==> config.mk <==
export PLATFORM = sky130hd
export DESIGN_NAME = mem_stage_sram_responder
export DESIGN_NICKNAME = d
export VERILOG_FILES = /design/src/rtl/mem_stage_sram_responder.sv
export SDC_FILE = /design/constraint.sdc
export NUM_CORES = 1
export LEC_CHECK = 0
export ABC_AREA = 1
export BUFFER_PORTS_ARGS = -buffer_cell sky130_fd_sc_hd__buf_4
export CAP_MARGIN = 40
export CORE_UTILIZATION = 30
export CTS_BUF_LIST = sky130_fd_sc_hd__clkbuf_8
export DETAILED_ROUTE_END_ITERATION = 12
export GPL_ROUTABILITY_DRIVEN = 0
export PLACE_DENSITY = 0.52
export SLEW_MARGIN = 20
export SYNTH_ARGS = -nofsm -noshare
export SYNTH_HDL_FRONTEND = slang
export SYNTH_SLANG_ARGS = --single-unit
==> constraint.sdc <==
create_clock -name clk -period 1.8 [get_ports clk]
set_input_delay 0.09 -clock clk [delete_from_list [all_inputs] [get_ports clk]]
set_output_delay 0.09 -clock clk [all_outputs]
set_load 0.01 [all_outputs]
==> src/rtl/mem_stage_sram_responder.sv <==
`default_nettype none
// +----------------------------------------------------------------------------+
// | mem_stage_sram_responder                                                   |
// | Services 32-bit LDR/STR word accesses as two 16-bit async SRAM halves.     |
// | Revision: 1.0                                                              |
// +----------------------------------------------------------------------------+
module mem_stage_sram_responder #(
  parameter int unsigned BASE_ADDR   = 1024,
  parameter int unsigned HALF_CYCLES = 2,
  parameter int unsigned SRAM_AW     = 18
) (
  input  logic               clk,
  input  logic               rst,
  input  logic               rd_en,
  input  logic               wr_en,
  input  logic [31:0]        address,
  input  logic [31:0]        write_data,
  output logic [31:0]        read_data,
  output logic               ready,
  output logic [SRAM_AW-1:0] sram_addr,
  output logic [15:0]        sram_dq_out,
  input  logic [15:0]        sram_dq_in,
  output logic               sram_dq_oe,
  output logic               sram_we_n
);

  typedef enum logic [1:0] {
    S_IDLE = 2'd0,
    S_LO   = 2'd1,
    S_HI   = 2'd2,
    S_DONE = 2'd3
  } state_t;

  localparam logic [3:0] C_LAST = 4'(HALF_CYCLES - 1);

  state_t             r_state;
  logic [3:0]         r_cnt;
  logic               r_is_wr;
  logic [SRAM_AW-2:0] r_word;
  logic [15:0]        r_wdata_hi;

  logic [31:0]        w_eff;
  logic               w_last;
  logic               w_req;
  logic               w_unused_bits;

  assign w_eff  = address - BASE_ADDR;
  assign w_last = (r_cnt == C_LAST);
  assign w_req  = rd_en | wr_en;

  // Byte offset and bits beyond the SRAM span are deliberately dropped.
  assign w_unused_bits = &{1'b0, w_eff[31:SRAM_AW+1], w_eff[1:0]};

  assign ready = (r_state == S_DONE) || ((r_state == S_IDLE) && !w_req);

  always_ff @(posedge clk) begin
    if (rst) begin
      r_state     <= S_IDLE;
      r_cnt       <= 4'd0;
      r_is_wr     <= 1'b0;
      r_word      <= '0;
      r_wdata_hi  <= 16'd0;
      read_data   <= 32'd0;
      sram_addr   <= '0;
      sram_dq_out <= 16'd0;
      sram_dq_oe  <= 1'b0;
      sram_we_n   <= 1'b1;
    end else begin
      case (r_state)
        S_IDLE: begin
          if (w_req) begin
            // Write wins over a simultaneous read.
            r_is_wr     <= wr_en;
            r_word      <= w_eff[SRAM_AW:2];
            r_wdata_hi  <= write_data[31:16];
            sram_addr   <= {w_eff[SRAM_AW:2], 1'b0};
            sram_dq_out <= write_data[15:0];
            sram_dq_oe  <= wr_en;
            sram_we_n   <= ~wr_en;
            r_cnt       <= 4'd0;
            r_state     <= S_LO;
          end
        end
        S_LO: begin
          if (w_last) begin
            if (!r_is_wr) begin
              read_data[15:0] <= sram_dq_in;
            end
            r_cnt       <= 4'd0;
            sram_addr   <= {r_word, 1'b1};
            sram_dq_out <= r_wdata_hi;
            r_state     <= S_HI;
          end else begin
            r_cnt <= r_cnt + 4'd1;
          end
        end
        S_HI: begin
          if (w_last) begin
            if (!r_is_wr) begin
              read_data[31:16] <= sram_dq_in;
            end
            r_cnt      <= 4'd0;
            sram_dq_oe <= 1'b0;
            sram_we_n  <= 1'b1;
            r_state    <= S_DONE;
          end else begin
            r_cnt <= r_cnt + 4'd1;
          end
        end
        S_DONE: begin
          r_state <= S_IDLE;
        end
        default: begin
          r_state <= S_IDLE;
        end
      endcase
    end
  end

endmodule
`default_nettype wire

Word-level counts from Yosys, hierarchy flattened. Index checks and enable logic that the tools add are counted. Widths: inputs -> output; s select.

Add/sub/neg operators: 2. Eq/ne operators: 7. Multiplexer cells: 19. Bitwise operators: 3. Reduce and logical (&&, ||, !) cells: 15.

Operator list (number): $mux 18 (2); $pmux 18 s2 (1); $mux 16 (2); $pmux 16 s2 (1); $sub 19x11->19 const B (1); $reduce_and 3->1 (5); $mux 4 (2); $pmux 2 s4 (1); $pmux 4 s2 (1); $mux 2 (3); $ne 2x2->1 const B (3); $reduce_bool 2->1 (3); $add 4x1->4 const B (1); $eq 2x2->1 const B (2); $eq 4x1->1 const B (1); $mux 1 (4); $pmux 1 s2 (2); $reduce_and 2->1 (2); $eq 2x1->1 const B (1); $logic_not 2->1 (1); $not 1->1 (2); $reduce_or 2->1 (1); $logic_and 1x1->1 (1); $logic_not 1->1 (1); other kinds (2) (2).

Flip-flop bits (word level): 108. Bits of input ports: 84. Output and inout bits: 69.

Depth between registers and ports, before layout.
Depth in word-level cells: 4. Depth in mapped cells: 11. Gate-level depth less buffers: 10.

Worst setup path after synthesis. Ideal clock, no wire load.

Path type: flip-flop to flip-flop. Start: register r_state[0]. End: register sram_addr[13]. Arrival: 1.302 ns. Required time: 1.685 ns. Path slack: 0.383 ns. Stages on the path, launching flop included: 12. Path buffers: 1. Path through: dfxtp_1 -> inv_1 -> ha_1 -> inv_1 -> nand2_1 -> nand2_2 -> nand2_4 -> inv_2 -> buf_6 -> nand2_1 -> nor2_1 -> nor2_1.

Cells in the longest elaborated chain, start to end: 3. Elaborated cells between the ends (all ways): 7. Classes of those cells: eq/ne: 3; mux: 1; reduce/logical: 3.

Ends and longest elaborated chain: from (decl) (line 36) `state_t r_state;`; from (signal assigned) (line 58) `r_state <= S_IDLE;`; from (signal assigned) (line 81) `r_state <= S_LO;`; from (signal assigned) (line 92) `r_state <= S_HI;`; $eq 2x1->1 or $logic_not 2->1 (tied branches) (line 69) `case (r_state)`; $ne 2x2->1 (no source line) or $reduce_bool 2->1 (tied branches); $reduce_and 3->1 (no source line); to (signal assigned) (line 76) `sram_addr <= {w_eff[SRAM_AW:2], 1'b0};`; to (signal assigned) (line 90) `sram_addr <= {r_word, 1'b1};`; to (decl) (line 20) `output logic [SRAM_AW-1:0] sram_addr,`.

Several ways; a longest one is shown, not always the timed one. A chain may end at the register's enable or synchronous reset.

Final worst setup path.
Start: register r_state[1]. End: register sram_addr[11].

Same word-level chain as after synthesis.

==> impl_metrics.tcl <==
set metrics [dict create \
    status "finished clean" \
    asyncSetResetFlopFracSynth_pct 0 \
    syn_avg_cell_area_um2 7.06 \
    setup.worst_path.end_class "register" \
    cp.required_ns 2.07 \
    cts_post_setup_buffers_inserted 0 \
    worst-endpoint-arrival_ns 1.91 \
    hold_viol_final 0 \
    route.vias.total 4585 \
    netlist_instances 659 \
    placed_cells_incl_taps 961 \
    chipWidth_um 127 \
    number_of_global_route_vias_before_repair 4411 \
    stdcell_count 1020 \
    timing.max_slew.rel_slack_pct 63.8 \
    detail_route.wirelength_mm 13.0 \
    critical_path_startpoint_category "register" \
    worst_pin_slew_ns 0.542 \
    number_of_top_level_pins 153 \
    std_cell_rows 45 \
    cellPowerDensity_nw_per_um2 1350 \
    crit_slowest_cell "dfxtp_1" \
    place.detailed.hpwl_mm 8.60 \
    p_total_mw 8.81 \
    coreArea_um2 15100 \
    vias_per_cell 4.50 \
    rsz0062_at_grt "no" \
    final.hold.worst_slack_ns 0.0446 \
    dieHeight_um 127 \
    clk_path_buf_depth 2 \
    worst-path-buf-inv 4 \
    largest_net_degree_at_the_start_of_global_routing 64 \
    timing.fmax_mhz 613 \
    synth_commonest_cells "nor2_1, nand2_1, dfxtp_1" \
    clock_tree_from_tritoncts "yes" \
    post_synth_instance_area_um2 4660 \
    drt-initial-drc-count 191 \
    synth_simple_gate_area_share_pct 21.8 \
    initial_core_util_pct 30.7 \
    synth_compound_area_share_pct 18.0 \
    portBuffers 137 \
    cts-buffers-inserted 9 \
    critical_path_peak_fanout 15 \
    cts.root.buffer_cell "clkbuf_8" \
    synth-main-ff-cell "dfxtp_1" \
    part_of_the_yosys_area_used_for_sequential_elements_pct 46.4 \
    nNetsFinal 920 \
    synth.lib_cells_used.distinct 26 \
    cts_sinks 108 \
    multiplexer_area_fraction_after_synthesis_pct 0 \
    final-setup-viol-count 0 \
    final_period_minus_worst_setup_slack_ns 1.63 \
    synthMostInstantiatedCell "nor2_1" \
    clk_transition_reported_paths_ns 0.10 \
    total_negative_setup_slacks_ns 0 \
    layout-drive-gt1-share_pct 21.6 \
    post-route-cell-area_um2 6540 \
    grt_remaining_overflow 0 \
    synth_top_area_cell "dfxtp_1" \
    h-tree-depth 3 \
    crit_top_cell "inv_1" \
    max_cap_violations 0 \
    final_max_slew_viol_count 0 \
    max-vdd-ir-drop_uv 556 \
    number_of_antenna_violations_at_the_first_check_in_global_routing 0 \
    synthesis.yosys.warnings 0 \
    synth_top_family_by_area "simple AND/OR/NAND/NOR gates" \
    synthXorXnorAreaFrac_pct 0.564 \
    synth.net_count 751 \
    drt-pass1-iter-count 4 \
    timing.final.crit_share_pct 90.7 \
    adder_cell_share_of_the_synthesized_area_pct 2.15 \
    area_share_of_the_largest_cell_type_after_synthesis_pct 46.4 \
    antenna_cells 0 \
    detail_route.drc_violations 0 \
    synth_seq_cells 108 \
    clock_latency_ns 0.38 \
    critical-path-max-stage-delay_ns 0.34 \
    yosys-top-cells-area "dfxtp_1, o21ai_0, nor2_1" \
    critical-path-top-delay-family "buffers and inverters" \
    areaGrowthSynthToFinish_pct 40.5 \
    dieArea_um2 16000 \
    cell_area_reported_after_detailed_placement_um2 5860 \
    routedWlPerCell_um 12.7 \
    hold_path.class "input pin to register" \
    worstPathCellList "inv_1 -> ha_2 -> inv_1 -> nand2_1 -> nand2_2 -> nand2_4 -> inv_6 -> buf_12 -> o21ai_1 -> nor2_1" \
    postRouteAntennaNets 0 \
    number_of_enable_flip_flop_cells_after_synthesis 0 \
    timing.setup.critical_path_class "register to register" \
    grt_util_overall_pct 16.0 \
    grt_first_pass_wirelength_mm 20.5 \
    static-leakage-power_nw 3.08 \
    finalClockSkew_ns 0.0123 \
]
-- power breakdown --
group,internal [mW],leakage [nW],switching (mW),total [mW]
Clock,0.627,0.0977,0.824,1.45
Sequential,3.07,0.889,0.356,3.43
Combinational,1.68,2.09,2.25,3.93
Total,5.37,3.08,3.43,8.81
-- through the flow --
step	setup slack [ns]	util (%)
floorplan	0.383	-
global placement	0.0603	38.7
detailed placement	0.00730	38.7
CTS	0.00256	42.8
global route	0.0179	43.2
finish	0.167	43.2
-- layer usage --
metal  up-vias  share of wire, %  global-route usage, %
met5         -                 0                      0
met4         0               1.4                   6.31
met3        11               6.1                   4.13
met2       123                46                   26.4
met1      2053                47                   19.8
li1       2398                 -                      -
-- flip-flops by register name, summed over array words and instances, names as in the netlist --
signal and flops:
sram_addr 18, r_word 17, read_data 32, r_wdata_hi 16, r_cnt 4, sram_we_n 1, r_is_wr 1, sram_dq_out 16
r_state 2, sram_dq_oe 1
-- final timing paths --
kind	startpoint	to	slack [ns]	cells after the start
setup / recovery	r_state[1]	sram_addr[11]	0.17	10
hold / removal	write_data[9]	sram_dq_out[9]	0.04	5
setup reg to reg	r_state[1]	sram_addr[11]	0.17	10
hold reg to reg	read_data[26]	read_data[26]	0.45	2
-- final cells by class --
type / instances / area (um2)
Fill cell: 1569 / 8610
Sequential cell: 108 / 2160
Multi-Input combinational cell: 431 / 2010
Timing Repair Buffer: 193 / 1620
Inverter: 85 / 324
Tap cell: 188 / 235
Clock buffer: 9 / 124
Clock inverter: 6 / 58.8
-- repair_timing --
| action | CTS | global route |
|---|---|---|
| endpoints found under the hold margin | 52 | 0 |
| setup endpoints to repair | 5 | 25 |
| gates cloned | 0 | 2 |
| gates resized for setup | 2 | 7 |
| hold buffers | 42 | 0 |
-- kinds of logic after synthesis --
family,after synthesis
buffers and inverters,121
XOR/XNOR,3
flip-flops,108
adder cells (fa/ha/maj),8
AND/OR/NAND/NOR,255
AO/OA/AOI/OAI,164
-- layout by cell type (no fill, tap or decap) --
cell type / n
nor3_1: 1
nor2_1: 119
or2_2: 1
bufinv_16: 1
clkinv_2: 1
o21a_1: 1
nand3_1: 16
dfxtp_2: 1
o21ai_4: 1
clkbuf_8: 9
buf_4: 146
o21ai_1: 4
dlygate4sd3_1: 42
nand2_2: 2
buf_12: 4
ha_1: 6
clkinv_4: 1
nand2_4: 1
dfxtp_1: 107
a21oi_1: 53
ha_2: 1
o211ai_1: 2
inv_6: 1
nand2_1: 111
nand3_4: 1
nand3_2: 3
clkinvlp_4: 1
inv_2: 3
clkbuf_16: 1
o21ai_0: 103
nand4_1: 1
xor2_1: 3
ha_4: 1
inv_1: 83
-- worst register-to-register path, cell delays in order (launching register included) --
cell and delay, ns:
dfxtp_1 0.34, inv_1 0.15, ha_2 0.26, inv_1 0.07
nand2_1 0.07, nand2_2 0.07, nand2_4 0.16, inv_6 0.10
buf_12 0.16, o21ai_1 0.11, nor2_1 0.05
Power figures use the tool's default switching activity.
